--- src/rtl/chsel_pkg.sv ---
// Shared encodings for the channel selector: mode codes and FSM states.
package chsel_pkg;
  localparam logic [1:0] MODE_MANUAL = 2'b00;
  localparam logic [1:0] MODE_AUTO   = 2'b01;
  localparam logic [1:0] MODE_FREEZE = 2'b10;

  typedef enum logic {
    ST_SHOW  = 1'b0,
    ST_BLANK = 1'b1
  } state_e;
endpackage

--- src/rtl/dwell_timer.sv ---
// Dwell counter for auto-rotate plus search for the next valid channel above
// the one currently shown (wrapping), excluding the shown channel itself.
module dwell_timer
  import chsel_pkg::*;
#(
  parameter int CHANNELS = 2,
  parameter int DWELL    = 8,
  localparam int SEL_W   = $clog2(CHANNELS),
  localparam int CNT_W   = $clog2(DWELL + 1)
) (
  input  logic                clk,
  input  logic                rst,
  input  logic                clr_i,
  input  logic                inc_i,
  input  logic [SEL_W-1:0]    active_ch_i,
  input  logic [CHANNELS-1:0] ch_valid_i,
  output logic                expire_o,
  output logic                advance_o,
  output logic [SEL_W-1:0]    next_ch_o
);

  logic [CNT_W-1:0] cnt_q, cnt_d;
  logic             found;
  int               idx;

  always_comb begin
    cnt_d = cnt_q;
    if (clr_i) begin
      cnt_d = '0;
    end else if (inc_i) begin
      cnt_d = cnt_q + CNT_W'(1);
    end
  end

  always_ff @(posedge clk or negedge rst) begin
    if (!rst) begin
      cnt_q <= '0;
    end else begin
      cnt_q <= cnt_d;
    end
  end

  assign expire_o = (cnt_q == CNT_W'(DWELL - 1));

  // Nearest valid channel walking upward from the shown one; the shown
  // channel is never a candidate, so "none found" means stay.
  always_comb begin
    found     = 1'b0;
    next_ch_o = active_ch_i;
    idx       = 0;
    for (int i = 1; i < CHANNELS; i++) begin
      idx = int'(active_ch_i) + i;
      if (idx >= CHANNELS) begin
        idx = idx - CHANNELS;
      end
      if (!found && ch_valid_i[SEL_W'(idx)]) begin
        found     = 1'b1;
        next_ch_o = SEL_W'(idx);
      end
    end
  end

  assign advance_o = expire_o && found;

endmodule

--- src/rtl/channel_select_seq.sv ---
// Registered channel selector with manual / auto-rotate / freeze modes and
// zero-output blanking cycles on every channel change.
module channel_select_seq
  import chsel_pkg::*;
#(
  parameter int WIDTH    = 3,
  parameter int CHANNELS = 2,
  parameter int DWELL    = 8,
  parameter int BLANK    = 1,
  localparam int SEL_W   = $clog2(CHANNELS)
) (
  input  logic                      clk,
  input  logic                      rst,
  input  logic [1:0]                mode,
  input  logic [SEL_W-1:0]          sel,
  input  logic [CHANNELS*WIDTH-1:0] ch_data,
  input  logic [CHANNELS-1:0]       ch_valid,
  output logic [WIDTH-1:0]          result,
  output logic                      result_valid,
  output logic [SEL_W-1:0]          active_ch,
  output logic                      switching
);

  localparam int BW = (BLANK > 1) ? $clog2(BLANK) : 1;

  state_e           state_q, state_d;
  logic [SEL_W-1:0] active_q, active_d;
  logic [SEL_W-1:0] target_q, target_d;
  logic [BW-1:0]    blank_q, blank_d;
  logic [WIDTH-1:0] result_q, result_d;
  logic             valid_q, valid_d;
  logic             switching_q, switching_d;

  logic             cnt_clr, cnt_inc;
  logic             expire, advance;
  logic [SEL_W-1:0] next_ch;
  logic             chg;
  logic [SEL_W-1:0] chg_ch;

  logic [WIDTH-1:0] ch_arr [CHANNELS];

  for (genvar gi = 0; gi < CHANNELS; gi++) begin : g_unpack
    assign ch_arr[gi] = ch_data[gi*WIDTH +: WIDTH];
  end

  dwell_timer #(
    .CHANNELS (CHANNELS),
    .DWELL    (DWELL)
  ) u_dwell_timer (
    .clk         (clk),
    .rst         (rst),
    .clr_i       (cnt_clr),
    .inc_i       (cnt_inc),
    .active_ch_i (active_q),
    .ch_valid_i  (ch_valid),
    .expire_o    (expire),
    .advance_o   (advance),
    .next_ch_o   (next_ch)
  );

  always_comb begin
    state_d     = state_q;
    active_d    = active_q;
    target_d    = target_q;
    blank_d     = blank_q;
    result_d    = result_q;
    valid_d     = valid_q;
    switching_d = 1'b0;
    cnt_clr     = 1'b0;
    cnt_inc     = 1'b0;
    chg         = 1'b0;
    chg_ch      = active_q;

    case (state_q)
      ST_SHOW: begin
        if (mode == MODE_FREEZE) begin
          result_d = result_q;
        end else if (mode == MODE_AUTO) begin
          if (advance) begin
            chg    = 1'b1;
            chg_ch = next_ch;
          end else begin
            cnt_clr  = expire;
            cnt_inc  = !expire;
            result_d = ch_arr[active_q];
            valid_d  = ch_valid[active_q];
          end
        end else begin
          // Manual (and the 11 alias) keeps the dwell count parked at zero so
          // a later switch to auto starts a fresh dwell.
          cnt_clr = 1'b1;
          if ((int'(sel) < CHANNELS) && (sel != active_q)) begin
            chg    = 1'b1;
            chg_ch = sel;
          end else begin
            result_d = ch_arr[active_q];
            valid_d  = ch_valid[active_q];
          end
        end

        if (chg) begin
          cnt_clr = 1'b1;
          if (BLANK == 0) begin
            active_d = chg_ch;
            result_d = ch_arr[chg_ch];
            valid_d  = ch_valid[chg_ch];
          end else begin
            state_d     = ST_BLANK;
            target_d    = chg_ch;
            blank_d     = '0;
            result_d    = '0;
            valid_d     = 1'b0;
            switching_d = 1'b1;
          end
        end
      end

      ST_BLANK: begin
        cnt_clr = 1'b1;
        if (blank_q == BW'(BLANK - 1)) begin
          state_d  = ST_SHOW;
          active_d = target_q;
          result_d = ch_arr[target_q];
          valid_d  = ch_valid[target_q];
        end else begin
          blank_d     = blank_q + BW'(1);
          switching_d = 1'b1;
        end
      end

      default: begin
        state_d = ST_SHOW;
      end
    endcase
  end

  always_ff @(posedge clk or negedge rst) begin
    if (!rst) begin
      state_q     <= ST_SHOW;
      active_q    <= '0;
      target_q    <= '0;
      blank_q     <= '0;
      result_q    <= '0;
      valid_q     <= 1'b0;
      switching_q <= 1'b0;
    end else begin
      state_q     <= state_d;
      active_q    <= active_d;
      target_q    <= target_d;
      blank_q     <= blank_d;
      result_q    <= result_d;
      valid_q     <= valid_d;
      switching_q <= switching_d;
    end
  end

  assign result       = result_q;
  assign result_valid = valid_q;
  assign active_ch    = active_q;
  assign switching    = switching_q;

endmodule
--- config.mk ---
export PLATFORM = sky130hd
export DESIGN_NAME = channel_select_seq
export DESIGN_NICKNAME = d
export VERILOG_FILES = /design/src/rtl/chsel_pkg.sv /design/src/rtl/dwell_timer.sv /design/src/rtl/channel_select_seq.sv
export SDC_FILE = /design/constraint.sdc
export NUM_CORES = 1
export LEC_CHECK = 0
export ABC_CLOCK_PERIOD_IN_PS = 2300
export CORE_UTILIZATION = 49
export DETAILED_ROUTE_END_ITERATION = 10
export HOLD_SLACK_MARGIN = 0.08
export PLACE_DENSITY = 0.8
export SETUP_SLACK_MARGIN = 0.1
export SLEW_MARGIN = 5
export SYNTH_ARGS = -nofsm -noshare
export SYNTH_HDL_FRONTEND = slang
export SYNTH_SLANG_ARGS = --single-unit
--- constraint.sdc ---
create_clock -name clk -period 2.3 [get_ports clk]
set_input_delay 0.23 -clock clk [delete_from_list [all_inputs] [get_ports clk]]
set_output_delay 0.23 -clock clk [all_outputs]
set_load 0.05 [all_outputs]
==> flow_metrics.env, run 1 <==
export IMPL_status="completed"
export IMPL_grt_max_degree=18
export IMPL_dp_hpwl_um=1140
export IMPL_drv_slew=0
export IMPL_grt_pass1_wl_um=2440
export IMPL_num_io_pins=19
export IMPL_row_count=13
export IMPL_clockBufferDepth=2
export IMPL_htreeDepth=1
export IMPL_worst_pin_slew_ps=499
export IMPL_maxCapViolCount=0
export IMPL_arrival_ps=1660
export IMPL_portBuffers=18
export IMPL_grt_usage_pct=22.3
export IMPL_synth_cell_area_um2=724
export IMPL_crit_required_ps=2070
export IMPL_wl_per_cell_um=13.6
export IMPL_drt_pass1_iterations=4
export IMPL_slowest_delay_ps=870
export IMPL_ys_types=32
export IMPL_dieWidth_um=40.5
export IMPL_fin_skew_ps=2.92
export IMPL_finalWirelength_um=1480
export IMPL_drc=0
export IMPL_syn_nets=89
export IMPL_final_cell_area_um2=952
export IMPL_crit_family="buffers and inverters"
export IMPL_setup_viol=0
export IMPL_post_route_period_util_pct=82.1
export IMPL_routabilityCongestion=0.715
export IMPL_fmax_mhz=530
export IMPL_hold_path_class="in -> async"
export IMPL_viasPerCell=5.56
export IMPL_tns_ps=0
export IMPL_cts_tree="yes"
export IMPL_core_area_um2=1330
export IMPL_diodes=0
export IMPL_max_slew_margin_pct=66.6
export IMPL_synth_seq_area_share_pct=38.0
export IMPL_crit_slowest_cell="clkdlybuf4s50_1"
export IMPL_drive_gt1_share_pct=20.2
export IMPL_netlist_instances=73
export IMPL_num_vias=606
export IMPL_cts_sinks=11
export IMPL_antenna_found_initial=0
export IMPL_hold_buffers=0
export IMPL_crit_fanout=8
export IMPL_clk_pin_slew_ps=70
export IMPL_first_global_vias=568
export IMPL_critPathLaunchType="flip-flop"
export IMPL_yosysWarnings=0
export IMPL_clock_latency_ps=260
export IMPL_ctsRootBufferMaster="clkbuf_4"
export IMPL_cp_end_kind="primary output"
export IMPL_ant_nets=0
export IMPL_totalPowerFinal_mw=0.915
export IMPL_cts_resized=0
export IMPL_syn_area_per_cell_um2=9.92
export IMPL_die_h_um=40.5
export IMPL_fillCellCount=94
export IMPL_power_leakage_nw=0.409
export IMPL_post_cts_buffers=0
export IMPL_dieArea_um2=1640
export IMPL_nets=111
export IMPL_placed_cell_area_um2=926
export IMPL_hold_viol=0
export IMPL_path_cells="clkdlybuf4s50_1"
export IMPL_irDropWorstVdd_v=0.000472
export IMPL_overflow=0
export IMPL_synth_seq_cells=11
export IMPL_min_period_ps=1890
export IMPL_area_growth_pct=31.4
export IMPL_pwr_density_cell_nw_per_um2=961
export IMPL_cts_buffers=3
export IMPL_drt_iter0_drc=10
export IMPL_critPathKind="reg -> out"
export IMPL_start_util_pct=54.3
export IMPL_rsz0062_at_grt="no"
export IMPL_crit_buf_inv=1
## metrics by stage
step           hold slack (ps)  setup slack [ps]  utilization [%]  instances
2_1_floorplan            -65.6               333                -         73
3_3_place_gp               548               524             69.4        105
3_5_place_dp               564               478             69.4        105
4_1_cts                    317               416             71.4        109
5_1_grt                    354               366             71.4        109
6_report                   304               412             71.4        109
## cell families (layout without fill, tap and decap cells)
kind of cell | Yosys count | in the layout | synth area share [%]
compound gates | 17 | 17 | 18.0
xor+xnor | 1 | 1 | 1.21
fa+ha+maj | 3 | 3 | 5.18
simple gates | 28 | 28 | 21.4
buf+inv | 4 | 25 | 2.24
flops | 11 | 11 | 38.0
mux | 9 | 9 | 14.0
## registers in the layout, indices dropped and copies added (netlist names)
| signal | flops |
|---|---|
| u_dwell_timer.cnt_q | 4 |
| result | 3 |
| active_ch | 1 |
| result_valid | 1 |
| switching | 1 |
| target_q | 1 |
## Yosys cell counts, drive strengths merged
cell type | count | area [um^2]
nor2 | 10 | 37.5
or4 | 1 | 7.51
o22ai | 1 | 6.26
o21ai | 4 | 20.0
dfrtp | 11 | 275
o31ai | 1 | 12.5
and3b | 1 | 8.76
nand3 | 1 | 5.00
nor2b | 1 | 6.26
or3b | 2 | 17.5
nand2b | 2 | 20.0
inv | 1 | 3.75
nand4b | 1 | 8.76
buf | 2 | 8.75
ha | 3 | 37.5
o211ai | 2 | 20.0
nor3 | 1 | 5.00
a21oi | 4 | 23.8
nand2 | 6 | 22.5
a22oi | 1 | 7.51
and2 | 1 | 7.51
xnor2 | 1 | 8.76
clkbuf | 1 | 3.75
mux2 | 9 | 101
a221o | 4 | 40.0
and2b | 1 | 8.76
## power breakdown
| part | total [mW] | switching, mW | internal, mW |
|---|---|---|---|
| Combinational | 0.483 | 0.275 | 0.208 |
| Clock | 0.126 | 0.0596 | 0.0668 |
| Sequential | 0.306 | 0.0580 | 0.248 |
| Total | 0.915 | 0.392 | 0.523 |
## metal layers
| layer | global-route usage, % | routed length (um) | up-vias |
|---|---|---|---|
| li1 | - | - | 311 |
| met1 | 30.8 | 713 | 279 |
| met2 | 36.1 | 700 | 14 |
| met3 | 3.33 | 53 | 2 |
| met4 | 5.00 | 14 | 0 |
| met5 | 0 | 0 | - |
## worst paths after layout
kind | start | to | slack (ps) | depth (start not counted)
min in group clk | u_dwell_timer.cnt_q[3]$_DFFE_PN0P_ | u_dwell_timer.cnt_q[3]$_DFFE_PN0P_ | 580 | 2
worst max-delay path | active_ch$_DFFE_PN0P_ | active_ch | 410 | 1
worst max register to register | active_ch$_DFFE_PN0P_ | result[2]$_DFFE_PN0P_ | 460 | 5
max in group asynchronous | rst | result[2]$_DFFE_PN0P_ | 1660 | 1
worst min register to register | u_dwell_timer.cnt_q[3]$_DFFE_PN0P_ | u_dwell_timer.cnt_q[3]$_DFFE_PN0P_ | 580 | 2
worst min-delay path | rst | u_dwell_timer.cnt_q[3]$_DFFE_PN0P_ | 300 | 1
## placed cells by master (no fill, tap or decap), drive strengths merged, types with 2 or more instances in the layout
cell type / n
or3b: 2
mux2: 9
o211ai: 2
nor2: 10
nand2: 6
buf: 2
clkdlybuf4s50: 18
o21ai: 4
dfrtp: 11
nand2b: 2
a21oi: 4
ha: 3
a221o: 4
clkbuf: 4
## cell type report
type	count	area, um^2	share of cell area [%]
inverter	1	3.75	0.394
multi-input combinational	58	433	45.5
timing repair buffer	20	195	20.5
clock buffer	4	26.3	2.76
sequential	11	275	28.9
tap	15	18.8	1.97
Note: power is estimated with default switching activity, not from simulation.
==> run 2, diff against run 1 <==
--- a/config.mk
+++ b/config.mk
@@ -5,11 +5,11 @@
 export SDC_FILE = /design/constraint.sdc
 export NUM_CORES = 1
 export LEC_CHECK = 0
-export ABC_CLOCK_PERIOD_IN_PS = 2300
-export CORE_UTILIZATION = 49
+export ABC_CLOCK_PERIOD_IN_PS = 1550
+export CORE_UTILIZATION = 42
 export DETAILED_ROUTE_END_ITERATION = 10
 export HOLD_SLACK_MARGIN = 0.08
-export PLACE_DENSITY = 0.8
+export PLACE_DENSITY = 0.73
 export SETUP_SLACK_MARGIN = 0.1
 export SLEW_MARGIN = 5
 export SYNTH_ARGS = -nofsm -noshare
==> constraint.sdc (replaced) <==
create_clock -name clk -period 1.55 [get_ports clk]
set_input_delay 0.155 -clock clk [delete_from_list [all_inputs] [get_ports clk]]
set_output_delay 0.155 -clock clk [all_outputs]
set_load 0.05 [all_outputs]
==> run 2 against run 1 <==
Effect of this change: the run now ends with DRC, setup timing left; sequential share of layout area fell by 2.5 points; worst hold slack lost 80 ps; routed wire length grew 15%; die area increased by 16%; cell count up 8.3%; non-clock buffer count up 8; core utilization is 3.9 points lower; critical path depth rose by 3.
==> flow_metrics.env, run 2 (synthesized netlist as in run 1, its figures left out) <==
export IMPL_row_count=14
export IMPL_finalCoreUtilization_pct=67.5
export IMPL_area_growth_pct=45.3
export IMPL_status="finished, violations left"
export IMPL_die_h_um=43.5
export IMPL_clock_latency_ps=270
export IMPL_rsz0062_at_grt="yes"
export IMPL_drive_gt1_share_pct=41.2
export IMPL_timing_rr_start="u_dwell_timer.cnt_q[1]$_DFFE_PN0P_"
export IMPL_post_route_period_util_pct=100
export IMPL_layout_common_cells="15 x buf_4, 12 x clkdlybuf4s50_1, 10 x nor2_1"
export IMPL_hold_buffers=0
export IMPL_overflow=0
export IMPL_start_util_pct=46.5
export IMPL_timing_rr_end="target_q$_DFFE_PN0P_"
export IMPL_clockBufferDepth=2
export IMPL_crit_slowest_cell="dfrtp_1"
export IMPL_worst_pin_slew_ps=516
export IMPL_crit_family="flip-flops"
export IMPL_setup_viol=1
export IMPL_finalWorstSetupSlack_ps=-7.05
export IMPL_hold_viol=0
export IMPL_arrival_ps=1720
export IMPL_dp_cells=112
export IMPL_ctsRootBufferMaster="clkbuf_4"
export IMPL_cts_sinks=11
export IMPL_critPathLaunch="u_dwell_timer.cnt_q[1]$_DFFE_PN0P_"
export IMPL_slowest_delay_ps=400
export IMPL_fmax_mhz=642
export IMPL_power_leakage_nw=0.461
export IMPL_path_cells="ha_4 > nand4b_1 > o31ai_2 > mux2_4"
export IMPL_viasPerCell=5.70
export IMPL_largest_reg_flops=4
export IMPL_max_slew_margin_pct=65.5
export IMPL_cp_end_kind="flip-flop"
export IMPL_drt_pass1_iterations=7
export IMPL_critPathKind="reg -> reg"
export IMPL_drt_iter0_drc=16
export IMPL_maxCapViolCount=0
export IMPL_cts_tree="yes"
export IMPL_pwr_density_cell_nw_per_um2=1390
export IMPL_r2r_cells=4
export IMPL_routabilityCongestion=0.744
export IMPL_drv_slew=0
export IMPL_crit_buf_inv=0
export IMPL_diodes=0
export IMPL_cp_num_cells=4
export IMPL_nets=119
export IMPL_finalWirelength_um=1710
export IMPL_htreeDepth=1
export IMPL_drc=2
export IMPL_top_register="u_dwell_timer.cnt_q"
export IMPL_r2r_slack_ps=-7
export IMPL_antenna_found_initial=0
export IMPL_hold_worst_slack_ps=224
export IMPL_ant_nets=0
export IMPL_crit_fanout=3
export IMPL_core_area_um2=1560
export IMPL_final_common_cell="buf_4"
export IMPL_grt_pass1_wl_um=2840
export IMPL_grt_usage_pct=20.3
export IMPL_irDropWorstVdd_v=0.000749
export IMPL_critPathLaunchType="flip-flop"
export IMPL_portBuffers=18
export IMPL_num_vias=673
export IMPL_hold_path_class="in -> async"
export IMPL_clk_pin_slew_ps=70
export IMPL_num_io_pins=19
export IMPL_fillCellCount=115
export IMPL_cts_buffers=3
export IMPL_final_cells=118
export IMPL_violations="DRC, setup timing"
export IMPL_endpoint="target_q$_DFFE_PN0P_"
export IMPL_dp_hpwl_um=1220
export IMPL_first_global_vias=701
export IMPL_dieWidth_um=43.5
export IMPL_totalPowerFinal_mw=1.46
export IMPL_min_period_ps=1560
export IMPL_wl_per_cell_um=14.5
export IMPL_grt_max_degree=16
export IMPL_crit_required_ps=1710
export IMPL_fin_skew_ps=1.51
export IMPL_dieArea_um2=1890
run 2: cell types whose count changed in the layout (fill, tap and decap cells not counted), sizes merged:
cell           previous run  this run
buf                       2        16
clkdlybuf4s50            18        12
run 2: layout make-up:
type	instances	area (um^2)	area share [%]
inverter	1	3.75	0.357
sequential	11	278	26.4
timing repair buffer	28	253	24.0
clock buffer	4	26.3	2.50
tap	16	20.0	1.90
multi-input combinational	58	472	44.8
run 2: routing by layer:
| metal | GRT usage (%) | part of all wire (%) |
|---|---|---|
| met5 | 0 | 0 |
| met4 | 11.3 | 2.0 |
| met3 | 1.67 | 3.6 |
| met2 | 34.5 | 51 |
| met1 | 25.5 | 43 |
run 2: repair_timing:
action,in CTS,in global routing
buffers inserted,2,0
setup endpoints to repair,5,7
cloned,0,0
gates resized for setup,2,4
pin swaps,9,5
run 2: stage by stage:
| step | worst slack [ps] | cell area, um^2 | setup TNS [ps] |
|---|---|---|---|
| floorplan | -139 | 739 | -593 |
| global placement | -159 | 985 | -831 |
| detailed placement | -241 | 985 | -1240 |
| CTS | -10.2 | 1040 | -18.1 |
| global route | -70.0 | 1050 | -296 |
| finish | -7.05 | 1050 | -7.05 |
run 2: power by group:
part,switching [mW],total [mW],internal [mW]
logic,0.451,0.809,0.359
clock network,0.101,0.201,0.0996
registers,0.0782,0.450,0.371
run 2: worst min-delay path by stage:
stage | to | start | slack (ps) | depth (start not counted)
after floorplan | active_ch$_DFFE_PN0P_ | rst | -140 | 0
after global placement | switching$_DFF_PN0_ | switching$_DFF_PN0_ | 520 | 1
after detailed placement | u_dwell_timer.cnt_q[2]$_DFFE_PN0P_ | rst | 530 | 1
after CTS | result_valid$_DFFE_PN0P_ | rst | 240 | 1
after global routing | u_dwell_timer.cnt_q[2]$_DFFE_PN0P_ | rst | 260 | 1
final | result_valid$_DFFE_PN0P_ | rst | 220 | 1
run 2: worst register-to-register path, cell delays in order, from the launching register on:
cell	delay, ps
dfrtp_1	400
ha_4	150
nand4b_1	220
o31ai_2	350
mux2_4	330
